--- src/rtl/sweep_pkg.sv ---
// Shared types and helpers for the truth-table sweeper.
package sweep_pkg;

   // Sweep controller states; encodings are fixed so they read the same in waveforms.
   typedef enum logic [1:0] {
      IDLE = 2'd0,
      RUN  = 2'd1,
      DONE = 2'd2
   } state_t;

   // Reflected binary Gray code of index, truncated to width bits.
   function automatic logic [7:0] gray_enc(input logic [7:0] index, input int width);
      logic [7:0] mask;
      mask = 8'((9'd1 << width) - 9'd1);
      return (index ^ (index >> 1)) & mask;
   endfunction

   // Number of rows in a truth table over n inputs.
   function automatic int tt_width(input int n);
      return 1 << n;
   endfunction

endpackage

--- src/rtl/sweep_step_counter.sv ---
// Dwell and index counters for the sweeper: holds each step for DWELL
// enabled cycles, strobes on the last of them, then advances the index.
module sweep_step_counter #(
   parameter int N     = 4,
   parameter int DWELL = 1
) (
   input  logic         clk,
   input  logic         rst_n,
   input  logic         clear,
   input  logic         enable,
   output logic [N-1:0] index,
   output logic         sample_stb,
   output logic         last
);

   localparam int DW = (DWELL > 1) ? $clog2(DWELL) : 1;

   logic [DW-1:0] dwell;

   assign sample_stb = enable && (dwell == DW'(DWELL - 1));
   assign last       = (index == {N{1'b1}});

   // Count dwell cycles; on the strobe restart dwell and step the index.
   // The index stops at the last row and only returns to 0 through clear.
   always_ff @(posedge clk) begin
      // NOTE: state registers use non-blocking assignments so every flop
      // samples the pre-edge values regardless of statement order.
      if (!rst_n || clear) begin
         dwell <= '0;
         index <= '0;
      end else if (enable) begin
         if (sample_stb) begin
            dwell <= '0;
            if (!last) index <= index + 1'b1;
         end else begin
            dwell <= dwell + 1'b1;
         end
      end
   end

endmodule

--- src/rtl/truth_table_sweeper.sv ---
// Exhaustive stimulus generator and checker for a 1-output combinational DUT.
// Drives every N-bit pattern, samples dut_y after DWELL cycles, builds the
// captured truth table and compares it against EXPECTED.
// Optional build macro SWEEP_GRAY_EN: visit patterns in Gray-code order
// (tables and first_err_idx stay indexed by pattern value).
module truth_table_sweeper
   import sweep_pkg::*;
#(
   parameter int                      N        = 4,
   parameter int                      DWELL    = 1,
   parameter logic [tt_width(N)-1:0]  EXPECTED = 16'h6996
) (
   input  logic                     clk,
   input  logic                     rst_n,
   input  logic                     start,
   output logic [N-1:0]             pattern,
   input  logic                     dut_y,
   output logic                     busy,
   output logic                     done,
   output logic                     pass,
   output logic [tt_width(N)-1:0]   captured,
   output logic [N:0]               err_count,
   output logic [N-1:0]             first_err_idx
);

   state_t       state;
   state_t       state_next;
   logic         accept;
   logic         running;
   logic [N-1:0] index;
   logic         sample_stb;
   logic         last;
   logic [N-1:0] next_addr;
   logic         miss;

   assign accept  = (state == IDLE) && start;
   assign running = (state == RUN);
   assign miss    = (dut_y != EXPECTED[pattern]);

   sweep_step_counter #(
      .N     (N),
      .DWELL (DWELL)
   ) u_step (
      .clk        (clk),
      .rst_n      (rst_n),
      .clear      (accept),
      .enable     (running),
      .index      (index),
      .sample_stb (sample_stb),
      .last       (last)
   );

   // Address of the pattern following the current index; index+1 never
   // overflows because it is only used while last is low.
`ifdef SWEEP_GRAY_EN
   assign next_addr = N'(gray_enc(8'(index) + 8'd1, N));
`else
   assign next_addr = index + 1'b1;
`endif

   // State register.
   always_ff @(posedge clk) begin
      if (!rst_n) state <= IDLE;
      else        state <= state_next;
   end

   // Next-state and status decode; DONE lasts exactly one cycle.
   always_comb begin
      // NOTE: every output of this block gets a default first so no path
      // through the case can leave a value unassigned and infer a latch.
      state_next = state;
      busy       = 1'b0;
      done       = 1'b0;
      unique case (state)
         IDLE: if (start) state_next = RUN;
         RUN: begin
            busy = 1'b1;
            if (sample_stb && last) state_next = DONE;
         end
         DONE: begin
            done       = 1'b1;
            state_next = IDLE;
         end
         default: state_next = IDLE;
      endcase
   end

   // Pattern drive, capture and compare. The current pattern register is
   // itself the table address being sampled, so no second mapping is needed.
   always_ff @(posedge clk) begin
      if (!rst_n || accept) begin
         // Both orders begin at pattern 0 (Gray code of 0 is 0).
         pattern       <= '0;
         captured      <= '0;
         err_count     <= '0;
         first_err_idx <= '0;
         pass          <= 1'b0;
      end else if (running && sample_stb) begin
         captured[pattern] <= dut_y;
         if (miss) begin
            err_count <= err_count + 1'b1;
            if (err_count == '0) first_err_idx <= pattern;
         end
         if (last) pass <= (err_count == '0) && !miss;
         else      pattern <= next_addr;
      end
   end

endmodule

--- config.mk ---
export PLATFORM = sky130hd
export DESIGN_NAME = truth_table_sweeper
export DESIGN_NICKNAME = d
export VERILOG_FILES = /design/src/rtl/sweep_pkg.sv /design/src/rtl/sweep_step_counter.sv /design/src/rtl/truth_table_sweeper.sv
export SDC_FILE = /design/constraint.sdc
export NUM_CORES = 1
export LEC_CHECK = 0
export CAP_MARGIN = 20
export CORE_ASPECT_RATIO = 1.1
export CORE_MARGIN = 2
export CORE_UTILIZATION = 50
export DETAILED_ROUTE_END_ITERATION = 10
export PLACE_DENSITY = 0.78
export REMOVE_ABC_BUFFERS = 1
export SLEW_MARGIN = 10
export SYNTH_ARGS = -nofsm -noshare
export SYNTH_HDL_FRONTEND = slang
export SYNTH_HIERARCHICAL = 1
export SYNTH_SLANG_ARGS = --single-unit
--- constraint.sdc ---
create_clock -name clk -period 2.4 [get_ports clk]
set_input_delay 0.36 -clock clk [delete_from_list [all_inputs] [get_ports clk]]
set_output_delay 0.36 -clock clk [all_outputs]
set_load 0.02 [all_outputs]
==> results.md <==
* Register area share after synthesis at between 40% and 50%
* ANT cells at 0
* IO Pins at 36
* Adder-cell share of the synthesized area at 2.84%
* DP Wirelength at 2.63 mm
* CTS root buffer: clkbuf_4
* Yosys warns at 6
* Final count of hold timing violations at 0
* Layout area overhead at 25.5%
* Cell area after synthesis at 1760 sq um
* Largest delay share family, worst path: buffers and inverters
* Crit end category: output port
* Post-Synth XOR/XNOR Area at 4.97%
* Pin count of the biggest net entering global routing at 20
* Lkg Pwr at 0.772 nW
* Grt ovf at 0
* CTS H-tree lvls at 2
* Synth Register Bits at 38
* Initial core utilization at 52.5%
* MaxCap Viol Count at 0
* Final nets at 231
* Placement Cell Area at around 2100 sq um
* Count leader, synth: dfxtp_1
* CP Max Fanout at 5
* Largest family of logic cells by synthesized area: simple AND/OR/NAND/NOR gates
* RSZ-0062 raised after global routing: no
* Post-CTS setup buffer count at 0
* Placer Congestion at ~0.8
* Crit Path Class: reg2out
* Setup-failing EPs final at 0
* Synth Area in Compound Gates at under 10%
* Dominant cells by area after synthesis: dfxtp_1 43%, mux2i_1 10%, nor2_1 5.3%, ha_1 2.8%, a21oi_1 2.6%
* DRT antenna net count at 0
* Vias in the first global route at 1374
* Slew HR at between 60% and 70%
* Synth cell types at 39
* Ys flop type: dfxtp_1
* CP Cell Sequence: nor2b_1 -> buf_4 -> clkdlybuf4s50_1
* Die area at around 4000 sq um
* Fin cells at 272
* Clk buf depth at 2
* Overall Global Routing Usage at 20.7%
* Number of synthesized flops with an enable pin at 0
* Status: finished, final reports clean
* DRT Pass-1 Iters at 4
* CTS Hold Bufs at 0
* Clock skew at around 5.2 ps
* Row count at 22
* PortBufs at 35
* Mux share of post-synthesis cell area at between 10% and 20%
* Vias/cell at approximately 5.2
* Final wirelength at approximately 3.6 mm
* Post-route cell area at 2210 sq um
* Slowest cell on crit path: clkdlybuf4s50_1
* Buf/Inv on CP at 2
* Global-route wire length before repair at 6.14 mm
* Clk_lat worst skew at 340 ps
* Pwr Density at 488 nW/um^2
* Chip Width at between 60 and 70 um
* Layout cells sized above 1 at a little under an eighth
* Final Max Tran Viols at 0
* Share of the synthesized area in the top cell type at between 40% and 50%
* Dpl ws at around 150 ps
* Die Span Y at approximately 66 um
* Clock tree sinks at 38
* Setup crit start kind: register
* Syn_area_per_cell at 9.42 sq um
* Wire per inst at between 10 and 15 um
* Ys async rst share at 0%
* Initial antenna violation count at 0
* Max rail drop VDD at approximately 0.00033 V
* Mapped Cells at between 150 and 200
* Residual DRC at 0
* Tmin final at ~2100 ps
* TritonCTS clock tree: built
* Via Count at between 1k and 1.5k
* Cell type with the largest total area after synthesis: dfxtp_1
* Setup TNS at 0 ps
* 1st-iter DRT viols at just under 60
* DP Cell Count at about 260
* Max stage delay on crit path at 600 ps
* Min-Delay Path Class: reg2reg
* Post-cts sizing count at 0
* Core Footprint at around 3400 sq um
* Synth top cells by count: 38 x dfxtp_1, 25 x nor2_1, 18 x mux2i_1, 11 x nand2_1
* PnR worst setup slack at 253 ps
* Worst Path Arrival at around 1800 ps
* TritonCTS buffer count at 5
* Clock-pin slew of the registers on the worst-case setup and hold paths at ~100 ps
* Simple-gate share of the synthesized area at between 20% and 30%
* Slew of the pin with the lowest slew margin at about 600 ps
* Fmax achieved at between 400 and 500 MHz
* WP data required at ~2000 ps
* Period utilisation layout at about nine tenths
-- where the power goes --
group / internal, W / total [W] / leakage (nW) / switching, W
logic: 0.0000371 / 0.0000915 / 0.430 / 0.0000543
clock network: 0.000142 / 0.000341 / 0.0353 / 0.000199
registers: 0.000637 / 0.000648 / 0.307 / 0.0000108
total: 0.000816 / 0.00108 / 0.772 / 0.000264
-- area by class of cell --
cell class | count | area [sq um]
inverter | 3 | 11.3
clock inverter | 1 | 5.00
tap | 48 | 60.1
fill | 295 | 1150
multi-input combinational | 135 | 931
clock buffer | 7 | 55.1
sequential | 38 | 761
timing repair buffer | 40 | 388
-- state kept, by name (all words and copies together), names as in the netlist, named ones only --
name	count
captured	16
err_count	5
first_err_idx	4
pass	1
pattern	4
state	2
u_step/dwell	1
u_step/index	4
-- worst min-delay path: cells and delay by family (launching register included) --
family | cells | cell delay (ps)
compound gates | 1 | 50
flops | 1 | 330
simple gates | 1 | 50
-- metrics by stage --
step	hold WS (ps)	util, %	power [W]
2_1_floorplan	458	-	0.000716
3_3_place_gp	445	64.0	0.000750
3_5_place_dp	450	64.0	0.000753
4_1_cts	466	65.8	0.00109
5_1_grt	506	65.8	0.00112
6_report	464	65.8	0.00108
-- logic make-up after synthesis --
logic type,count (synthesis)
AOI/OAI and AO/OA,16
muxes,18
buffers and inverters,14
adders and majority gates,4
DFF,38
xor gates and xnor gates,10
and+or+nand+nor,87
-- cell usage in the layout, fill, tap and decap left out, drive strengths merged, types with 2 or more instances in the layout --
master,n
dfxtp,38
clkdlybuf4s50,35
nor2,28
mux2i,18
nand2,11
nand3,9
a21oi,9
nor3,8
clkbuf,7
nand4,6
nand2b,6
nor2b,5
xnor2,5
xor2,5
buf,5
ha,4
a211oi,4
inv,3
nor4,2
o21ai,2
nor3b,2
and3,2
-- worst paths after layout --
kind	cells after the start	end	start	slack, ps
worst max register to register	7	register	u_step/index[0]	260
worst min register to register	2	pass	pass	460
worst max-delay path	3	busy	state[0]	250
worst min-delay path	2	pass	pass	460
-- per-layer routing --
metal / global-route usage, % / vias up / wire length (um)
met4: 8.42 / 0 / 67
met5: 0 / - / 0
met2: 37.2 / 33 / 1880
li1: - / 717 / -
met3: 5.87 / 7 / 139
met1: 22.0 / 664 / 1560
No activity file was read; power rests on OpenSTA's default activity.
